<file path="config.mk">
export PLATFORM = sky130hd
export DESIGN_NAME = io_fifo_arbiter
export DESIGN_NICKNAME = d
export VERILOG_FILES = /design/src/rtl/io_fifo_arb_pkg.sv /design/src/rtl/io_fifo_arbiter.sv
export SDC_FILE = /design/constraint.sdc
export NUM_CORES = 1
export LEC_CHECK = 0
export BUFFER_PORTS_ARGS = -buffer_cell sky130_fd_sc_hd__buf_2
export CORE_MARGIN = 2
export CORE_UTILIZATION = 30
export CTS_BUF_LIST = sky130_fd_sc_hd__clkbuf_8
export CTS_CLUSTER_DIAMETER = 200
export DETAILED_ROUTE_END_ITERATION = 10
export REMOVE_ABC_BUFFERS = 1
export SLEW_MARGIN = 20
export SYNTH_ARGS = -nofsm -noshare
export SYNTH_HDL_FRONTEND = slang
export SYNTH_SLANG_ARGS = --single-unit
</file>
<file path="constraint.sdc">
create_clock -name clk -period 2.4 [get_ports clk]
set_clock_uncertainty 0.15 [all_clocks]
set_input_delay 0.24 -clock clk [delete_from_list [all_inputs] [get_ports clk]]
set_output_delay 0.24 -clock clk [all_outputs]
set_load 0.05 [all_outputs]
</file>
<file path="src/rtl/io_fifo_arb_pkg.sv">
// Shared definitions for the io FIFO read-side arbiter: state encoding,
// client indices and the round-robin pick helper.
package io_fifo_arb_pkg;

  typedef enum logic [1:0] {
    IDLE  = 2'd0,
    GRANT = 2'd1,
    XFER  = 2'd2,
    DONE  = 2'd3
  } arb_state_t;

  localparam int unsigned N_CLIENTS = 2;

  localparam logic CLIENT_ACSI = 1'b0;
  localparam logic CLIENT_FDC  = 1'b1;

  function automatic logic [N_CLIENTS-1:0] client_onehot(input logic idx);
    return idx ? 2'b10 : 2'b01;
  endfunction

  // With both clients requesting, the one not served last wins.
  function automatic logic rr_pick(input logic [N_CLIENTS-1:0] req_in,
                                   input logic last_in);
    logic pick;
    if (req_in == 2'b11) begin
      pick = ~last_in;
    end else begin
      pick = req_in[1];
    end
    return pick;
  endfunction

endpackage

</file>
<file path="src/rtl/io_fifo_arbiter.sv">
// Shares the io-controller-to-ST byte FIFO between the ACSI and floppy DMA
// engines: round-robin grant, exact-length pop, registered valid/ready output.
//
// state | meaning
// IDLE  | no client granted; sample req and pick a winner
// GRANT | load remaining byte count from the winner's len
// XFER  | pop bytes into the output register until count exhausted or abort
// DONE  | one-cycle done pulse, record last served client, drop grant
module io_fifo_arbiter
  import io_fifo_arb_pkg::*;
#(
  parameter int DATA_WIDTH = 8,
  parameter int LEN_WIDTH  = 10
) (
  input  logic                  clk,
  input  logic                  reset_n,
  input  logic [1:0]            req,
  input  logic [LEN_WIDTH-1:0]  len0,
  input  logic [LEN_WIDTH-1:0]  len1,
  input  logic [1:0]            abort,
  input  logic                  fifo_data_available,
  input  logic [DATA_WIDTH-1:0] fifo_out,
  output logic                  fifo_rd,
  output logic [DATA_WIDTH-1:0] dout,
  output logic [1:0]            dout_valid,
  input  logic [1:0]            dout_ready,
  output logic [1:0]            grant,
  output logic [1:0]            done,
  output logic                  busy
);

  localparam logic [LEN_WIDTH-1:0] LEN_ONE = LEN_WIDTH'(1);

  arb_state_t            r_state;
  logic [1:0]            r_grant;
  logic                  r_last;
  logic [LEN_WIDTH-1:0]  r_remaining;
  logic [DATA_WIDTH-1:0] r_dout;
  logic                  r_valid;

  arb_state_t            w_state_nxt;
  logic [1:0]            w_grant_nxt;
  logic                  w_last_nxt;
  logic [LEN_WIDTH-1:0]  w_remaining_nxt;
  logic [DATA_WIDTH-1:0] w_dout_nxt;
  logic                  w_valid_nxt;
  logic                  w_pop;

  logic                  w_gidx;
  logic                  w_ready;
  logic                  w_abort;
  logic [LEN_WIDTH-1:0]  w_len_sel;
  logic                  w_can_load;

  // Grant is one-hot, so bit 1 alone identifies the granted client.
  assign w_gidx     = r_grant[1];
  assign w_ready    = dout_ready[w_gidx];
  assign w_abort    = abort[w_gidx];
  assign w_len_sel  = w_gidx ? len1 : len0;
  assign w_can_load = !r_valid || w_ready;

  always_ff @(posedge clk or negedge reset_n) begin
    if (!reset_n) begin
      r_state     <= IDLE;
      r_grant     <= '0;
      r_last      <= CLIENT_FDC;
      r_remaining <= '0;
      r_dout      <= '0;
      r_valid     <= 1'b0;
    end else begin
      r_state     <= w_state_nxt;
      r_grant     <= w_grant_nxt;
      r_last      <= w_last_nxt;
      r_remaining <= w_remaining_nxt;
      r_dout      <= w_dout_nxt;
      r_valid     <= w_valid_nxt;
    end
  end

  always_comb begin
    w_state_nxt     = r_state;
    w_grant_nxt     = r_grant;
    w_last_nxt      = r_last;
    w_remaining_nxt = r_remaining;
    w_dout_nxt      = r_dout;
    w_valid_nxt     = r_valid;
    w_pop           = 1'b0;

    unique case (r_state)
      IDLE: begin
        if (req != 2'b00) begin
          w_grant_nxt = client_onehot(rr_pick(req, r_last));
          w_state_nxt = GRANT;
        end
      end

      GRANT: begin
        w_remaining_nxt = w_len_sel;
        w_state_nxt     = (w_len_sel == '0) ? DONE : XFER;
      end

      XFER: begin
        if (w_abort) begin
          // Held byte is dropped; unread bytes stay in the FIFO.
          w_valid_nxt = 1'b0;
          w_state_nxt = DONE;
        end else begin
          w_pop = (r_remaining != '0) && fifo_data_available && w_can_load;
          if (w_pop) begin
            w_dout_nxt      = fifo_out;
            w_valid_nxt     = 1'b1;
            w_remaining_nxt = r_remaining - LEN_ONE;
          end else if (r_valid && w_ready) begin
            w_valid_nxt = 1'b0;
          end
          if ((r_remaining == '0) && w_can_load) begin
            w_state_nxt = DONE;
          end
        end
      end

      DONE: begin
        w_last_nxt  = w_gidx;
        w_grant_nxt = '0;
        w_state_nxt = IDLE;
      end

      default: begin
        w_state_nxt = IDLE;
      end
    endcase
  end

  assign fifo_rd    = w_pop;
  assign dout       = r_dout;
  assign dout_valid = r_valid ? r_grant : 2'b00;
  assign grant      = r_grant;
  assign done       = (r_state == DONE) ? r_grant : 2'b00;
  assign busy       = (r_state != IDLE);

endmodule

</file>
* After elaboration in Yosys (flattened, before gate mapping)
Index checks and enable logic that the tools add are counted.
W data, S select, Z words.
** Storage, ports and cells
- Input port bits :: 37
- Bits in registers :: 24
- Logic and storage cells :: 64
- Output and inout bits :: 16
** Operators by class
- Multiplexer cells :: 26
- Reductions and logical operators :: 20
- Equal/unequal tests :: 8
- $lt $le $gt $ge :: 1
- Add/subtract/negate cells :: 1
- Bitwise operators :: 2
** Operators with widths (number)
- $mux W10 :: 3
- $logic_not A10 Y1 :: 2
- $pmux W10 S2 :: 1
- $mux W2 :: 7
- $mux W1 :: 13
- $reduce_bool A10 Y1 :: 1
- $sub A10 B1 Y10 const B :: 1
- $pmux W2 S4 :: 1
- $reduce_bool A2 Y1 :: 4
- $eq A2 B2 Y1 const B :: 3
- $ne A2 B2 Y1 const B :: 3
- $reduce_and A2 Y1 :: 3
- $reduce_and A3 Y1 :: 2
- $logic_and A1 B1 Y1 :: 4
- $pmux W2 S2 :: 1
- $ne A3 B3 Y1 const B :: 1
- $reduce_bool A3 Y1 :: 1
- $eq A2 B1 Y1 const B :: 1
- $logic_not A2 Y1 :: 1
- $lt A1 B2 Y1 const B :: 1
- $not A1 Y1 :: 2
- $logic_not A1 Y1 :: 1
- $logic_or A1 B1 Y1 :: 1

* Logic depth before layout (Yosys ltp)
- Depth after elaboration :: 7
- Mapped depth :: 8
- Gate-level depth less buffers :: 8

* Worst setup path before layout
No wires, ideal clock.
- Kind :: register to output
- Start :: register r_grant[1], in the netlist grant[1]
- End :: output port done[1]
- Arrival :: 1.953 ns
- Setup slack :: 0.057 ns
- Path buffers :: 3
- Stages on the path, launching flop included :: 5
- Data required time :: 2.010 ns
- Cells stage by stage :: dfrtp_1 -> buf_2 -> buf_1 -> clkbuf_1 -> and2_1
** Between the ends
- Word-level cells in the longest chain between the ends :: 1
** Ends and longest elaborated chain
- start: declaration :: RTL line io_fifo_arbiter.sv:35 : logic [1:0] r_grant;
- start signal: assignment :: RTL line io_fifo_arbiter.sv:72 : r_grant <= w_grant_nxt;
- $mux W2 :: RTL line io_fifo_arbiter.sv:138 : assign done = (r_state == DONE) ? r_grant : 2'b00;
- end: declaration :: RTL line io_fifo_arbiter.sv:28 : output logic [1:0] done,
Every way passes these cells.

* Worst setup path after layout
- Start :: register r_remaining[0]
- End :: output port fifo_rd
** Between the ends
- Word-level cells in the longest chain between the ends :: 5
** Ends and longest elaborated chain
- start: declaration :: RTL line io_fifo_arbiter.sv:37 : logic [LEN_WIDTH-1:0] r_remaining;
- start signal: assignment :: RTL line io_fifo_arbiter.sv:74 : r_remaining <= w_remaining_nxt;
- $reduce_bool A10 Y1 :: RTL line io_fifo_arbiter.sv:108 : w_pop = (r_remaining != '0) && fifo_data_available && w_can_load;
- $logic_and A1 B1 Y1 (2 in a row) :: RTL line io_fifo_arbiter.sv:108
- $mux W1 :: RTL line io_fifo_arbiter.sv:103 : if (w_abort) begin
- $mux W1 :: RTL line io_fifo_arbiter.sv:89 : unique case (r_state)
- end: declaration :: RTL line io_fifo_arbiter.sv:23 : output logic fifo_rd,
Every way passes these cells.

==> load_flow_metrics.sql <==
INSERT INTO impl_metrics (metric_group, metric, value, unit) VALUES
('floorplanning', 'die_area', '0.005768', 'sq mm'),
('synth', 'synth.ff_latch_count', '24', ''),
('synth', 'yosys_warnings', '0', ''),
('clock_tree', 'path_clk_slew', '0.08', 'ns'),
('floorplanning', 'fp.dieW', '75.95', 'microns'),
('global_routing', 'antenna_violations_before_repair', '0', ''),
('timing', 'timing.setup.tns', '0', 'ns'),
('placed_design', 'place.gp.congestion', '0.8118', ''),
('synth', 'synth_cells', '176', ''),
('synth', 'seq_area_frac_synth', '38.76', '%'),
('timing', 'finalCritPeriodShare', '97.47', '%'),
('clock_tree', 'htree_depth', '1', ''),
('clock_tree', 'cts_tree', 'yes', ''),
('drt', 'viasPerCell', '4.783', ''),
('clock_tree', 'insertion_delay', '0.26', 'ns'),
('placed_design', 'dp_slack', '0.05079', 'ns'),
('drt', 'drt_wl_total', '3.952', 'mm'),
('cells_and_area', 'flow.area_growth_from_synthesis', '36.42', '%'),
('power_and_ir_drop', 'power.static_leakage', '0.0009861', 'uW'),
('cells_and_area', 'num-nets-final', '287', ''),
('cells_and_area', 'fin_area', '0.002118', 'sq mm'),
('setup_path', 'critical_path_peak_fanout', '2', ''),
('placed_design', 'placed_area', '0.001947', 'sq mm'),
('global_routing', 'grt_start_max_net_pins', '25', ''),
('flow_run', 'maxCapViolations', '0', ''),
('clock_tree', 'number_of_clock_buffers_inserted_by_tritoncts', '3', ''),
('synth', 'synth_largest_type_area_fraction', '37.07', '%'),
('setup_path', 'required_worst_endpoint', '2.01', 'ns'),
('cells_and_area', 'finish.utilization', '42.01', '%'),
('clock_tree', 'cts.sink_count', '24', ''),
('setup_path', 'worst_path_class_setup', 'register to output pin', ''),
('clock_tree', 'clockBufferDepth', '2', ''),
('synth', 'synth.distinct_cells', '45', ''),
('drt', 'dr.pass1.iters', '4', ''),
('placed_design', 'hpwl', '3.013', 'mm'),
('synth', 'synth_area', '0.001553', 'sq mm'),
('power_and_ir_drop', 'report.power.total', '2599', 'uW'),
('power_and_ir_drop', 'power.ir.vdd_worst', '0.3740', 'mV'),
('drt', 'detail-route-antenna-nets', '0', ''),
('global_routing', 'grt_first_pass_wirelength', '6.865', 'mm'),
('setup_path', 'setup.reg_to_reg.worst_slack', '0.08', 'ns'),
('floorplanning', 'floorplan.initialDensity', '30.79', '%'),
('timing', 'post-route-min-period', '2.339', 'ns'),
('floorplanning', 'coreArea', '0.005042', 'sq mm'),
('setup_path', 'crit_path_end_kind', 'output pin', ''),
('status', 'run_status', 'finished clean', ''),
('global_routing', 'globalRoute.totalOverflow', '0', ''),
('min_path', 'min_path_type', 'input port to register', ''),
('synth', 'synth_area_per_cell', '8.822', 'sq um'),
('timing', 'number_of_endpoints_with_negative_hold_slack_in_the_final_report', '0', ''),
('floorplanning', 'die-height', '75.95', 'microns'),
('timing', 'report.final.setup_viol', '0', ''),
('global_routing', 'grt_pass1_vias', '1463', ''),
('floorplanning', 'floorplan.rows', '26', ''),
('floorplanning', 'ios', '53', ''),
('power_and_ir_drop', 'power-per-cell-area', '1227', 'mW/mm^2'),
('timing', 'maxSlewViolCount', '0', ''),
('setup_path', 'startpoint_type', 'register', ''),
('cells_and_area', 'num_antenna_cells', '0', ''),
('timing', 'slew-limit-headroom', '62.73', '%'),
('placed_design', 'port_buffers', '52', ''),
('synth', 'netlist.top_cell.by_area', 'sky130_fd_sc_hd__dfrtp_1', ''),
('drt', 'wire_per_inst', '12.63', 'microns'),
('global_routing', 'grt_use_total', '14.30', '%'),
('cells_and_area', 'drive_above_1_share', '41.98', '%'),
('drt', 'dr.first_iter.drc_count', '61', ''),
('cells_and_area', 'fillers', '517', ''),
('drt', 'drc', '0', ''),
('timing', 'maxClockFrequency', '0.4275', 'GHz'),
('synth', 'synthTopCellsByArea', 'sky130_fd_sc_hd__dfrtp_1 37%, sky130_fd_sc_hd__nand2_1 9.2%, sky130_fd_sc_hd__mux2_2 7.3%', ''),
('drt', 'routed_vias', '1497', ''),
('timing', 'worst-slew-pin-transition', '0.5590', 'ns'),
('timing', 'grt_setup_unrepaired', 'yes', ''),
('clock_tree', 'cts.root.buffer_cell', 'sky130_fd_sc_hd__clkbuf_8', ''),
('timing', 'fin_ws', '0.06065', 'ns'),
('setup_path', 'critPathArrivalTime', '1.95', 'ns');
## cell usage in the layout, fill, tap and decap left out, types with 2 or more instances in the layout
| cell type | count |
|---|---|
| sky130_fd_sc_hd__nor4_1 | 2 |
| sky130_fd_sc_hd__a211oi_1 | 4 |
| sky130_fd_sc_hd__ha_1 | 5 |
| sky130_fd_sc_hd__nor2_1 | 6 |
| sky130_fd_sc_hd__buf_2 | 51 |
| sky130_fd_sc_hd__dfrtp_1 | 23 |
| sky130_fd_sc_hd__mux2_2 | 10 |
| sky130_fd_sc_hd__nand2_1 | 38 |
| sky130_fd_sc_hd__a21oi_2 | 3 |
| sky130_fd_sc_hd__inv_1 | 5 |
| sky130_fd_sc_hd__buf_4 | 17 |
| sky130_fd_sc_hd__o22ai_1 | 6 |
| sky130_fd_sc_hd__mux2i_1 | 3 |
| sky130_fd_sc_hd__or3_1 | 3 |
| sky130_fd_sc_hd__and2_1 | 5 |
| sky130_fd_sc_hd__a32o_1 | 2 |
| sky130_fd_sc_hd__a21oi_1 | 13 |
| sky130_fd_sc_hd__nor2b_1 | 3 |
| sky130_fd_sc_hd__or4_1 | 2 |
| sky130_fd_sc_hd__clkbuf_8 | 4 |
| sky130_fd_sc_hd__inv_2 | 2 |
| sky130_fd_sc_hd__o21ai_0 | 5 |
| sky130_fd_sc_hd__nand2b_1 | 2 |
| sky130_fd_sc_hd__nor3_1 | 3 |
## state kept, by name, indices dropped and copies added, names as in the netlist
signal and cells:
dout 8, grant 2, r_last 1, r_remaining 10
r_state 2, r_valid 1
## report_power, final
part	switching, uW	leakage, uW	internal (uW)
registers	179	0.000287	602
logic	952	0.000670	590
clock network	129	0.0000288	146
total	1260	0.000986	1340
## what timing repair did
| item | 4_1_cts | 5_1_grt |
|---|---|---|
| pin swaps | 1 | 0 |
| cloned | 0 | 0 |
| resized for setup | 10 | 6 |
| endpoints found under the hold margin | 23 | 0 |
| hold buffers | 1 | 0 |
| endpoints found under the setup margin | 1 | 10 |
| buffers inserted | 6 | 0 |
## area by class of cell
cell class / count / area [sq um] / share of cell area [%]
multi-input combinational: 137 / 930.9 / 43.95
sequential: 24 / 601.8 / 28.41
timing repair buffer: 70 / 407.9 / 19.26
tap: 70 / 87.58 / 4.135
clock buffer: 4 / 55.05 / 2.599
inverter: 8 / 35.03 / 1.654
## worst max-delay path, cell delays in order (launching register included)
cell                      delay, ns
sky130_fd_sc_hd__dfrtp_1       0.39
sky130_fd_sc_hd__inv_2         0.08
sky130_fd_sc_hd__ha_4          0.13
sky130_fd_sc_hd__or4b_4        0.45
sky130_fd_sc_hd__or3_4         0.36
sky130_fd_sc_hd__nand3_4       0.10
sky130_fd_sc_hd__inv_6         0.04
sky130_fd_sc_hd__buf_8         0.14
## through the flow
stage               hold WS (ns)  instances
CTS                      0.01156        313
finish                   0.01388        313
global placement          0.1106        302
global route             0.01711        313
floorplan                -0.2056        169
detailed placement        0.1185        302
## synth_stat cells
| library cell | instances |
|---|---|
| sky130_fd_sc_hd__a211oi_1 | 4 |
| sky130_fd_sc_hd__a211oi_2 | 1 |
| sky130_fd_sc_hd__a21boi_0 | 1 |
| sky130_fd_sc_hd__a21oi_1 | 16 |
| sky130_fd_sc_hd__a22oi_1 | 1 |
| sky130_fd_sc_hd__a31o_4 | 1 |
| sky130_fd_sc_hd__a32o_1 | 2 |
| sky130_fd_sc_hd__and2_1 | 5 |
| sky130_fd_sc_hd__buf_1 | 1 |
| sky130_fd_sc_hd__buf_2 | 2 |
| sky130_fd_sc_hd__buf_6 | 1 |
| sky130_fd_sc_hd__clkbuf_1 | 3 |
| sky130_fd_sc_hd__dfrtp_1 | 23 |
| sky130_fd_sc_hd__dfstp_2 | 1 |
| sky130_fd_sc_hd__ha_1 | 6 |
| sky130_fd_sc_hd__inv_1 | 7 |
| sky130_fd_sc_hd__inv_2 | 1 |
| sky130_fd_sc_hd__mux2_2 | 10 |
| sky130_fd_sc_hd__mux2i_1 | 3 |
| sky130_fd_sc_hd__nand2_1 | 38 |
| sky130_fd_sc_hd__nand2b_1 | 2 |
| sky130_fd_sc_hd__nand3_1 | 1 |
| sky130_fd_sc_hd__nand3_2 | 1 |
| sky130_fd_sc_hd__nand4_1 | 1 |
| sky130_fd_sc_hd__nand4b_1 | 1 |
| sky130_fd_sc_hd__nor2_1 | 6 |
| sky130_fd_sc_hd__nor2b_1 | 3 |
| sky130_fd_sc_hd__nor3_1 | 3 |
| sky130_fd_sc_hd__nor4_1 | 2 |
| sky130_fd_sc_hd__o2111ai_1 | 1 |
| sky130_fd_sc_hd__o21ai_0 | 5 |
| sky130_fd_sc_hd__o21ai_1 | 2 |
| sky130_fd_sc_hd__o22ai_1 | 6 |
| sky130_fd_sc_hd__o311ai_0 | 1 |
| sky130_fd_sc_hd__o31ai_1 | 1 |
| sky130_fd_sc_hd__o32ai_1 | 1 |
| sky130_fd_sc_hd__or2_2 | 1 |
| sky130_fd_sc_hd__or3_1 | 3 |
| sky130_fd_sc_hd__or3_4 | 1 |
| sky130_fd_sc_hd__or3b_2 | 1 |
| sky130_fd_sc_hd__or4_1 | 2 |
| sky130_fd_sc_hd__or4_4 | 1 |
| sky130_fd_sc_hd__or4b_1 | 1 |
| sky130_fd_sc_hd__or4b_2 | 1 |
| sky130_fd_sc_hd__xor2_1 | 1 |
## worst paths after layout
check / end / start / cells past startpoint
setup / recovery: fifo_rd / r_remaining[0] / 7
hold / removal: dout[2] / fifo_out[2] / 3
setup reg to reg: r_state[0] / r_remaining[0] / 8
hold reg to reg: dout[6] / dout[6] / 2
max in group asynchronous: r_last / reset_n / 2
min in group asynchronous: dout[3] / reset_n / 2
## per-layer routing
metal  vias to the layer above  wire length [microns]  GRT usage (%)
li1                        766                      -              -
met1                       695                   2023          20.98
met2                        34                   1711          21.61
met3                         2                    202          2.619
met4                         0                     15          4.000
met5                         -                      0              0
## logic make-up after synthesis
| kind of cell | count (synthesis) | share of synthesized area, % |
|---|---|---|
| AND/OR/NAND/NOR | 74 | 24.25 |
| AO/OA/AOI/OAI | 43 | 18.13 |
| flip-flops | 24 | 38.76 |
| buffers and inverters | 15 | 4.271 |
| multiplexers | 13 | 9.186 |
| adder cells (fa/ha/maj) | 6 | 4.835 |
| XOR/XNOR | 1 | 0.5642 |
No activity file was read; power rests on OpenSTA's default activity.
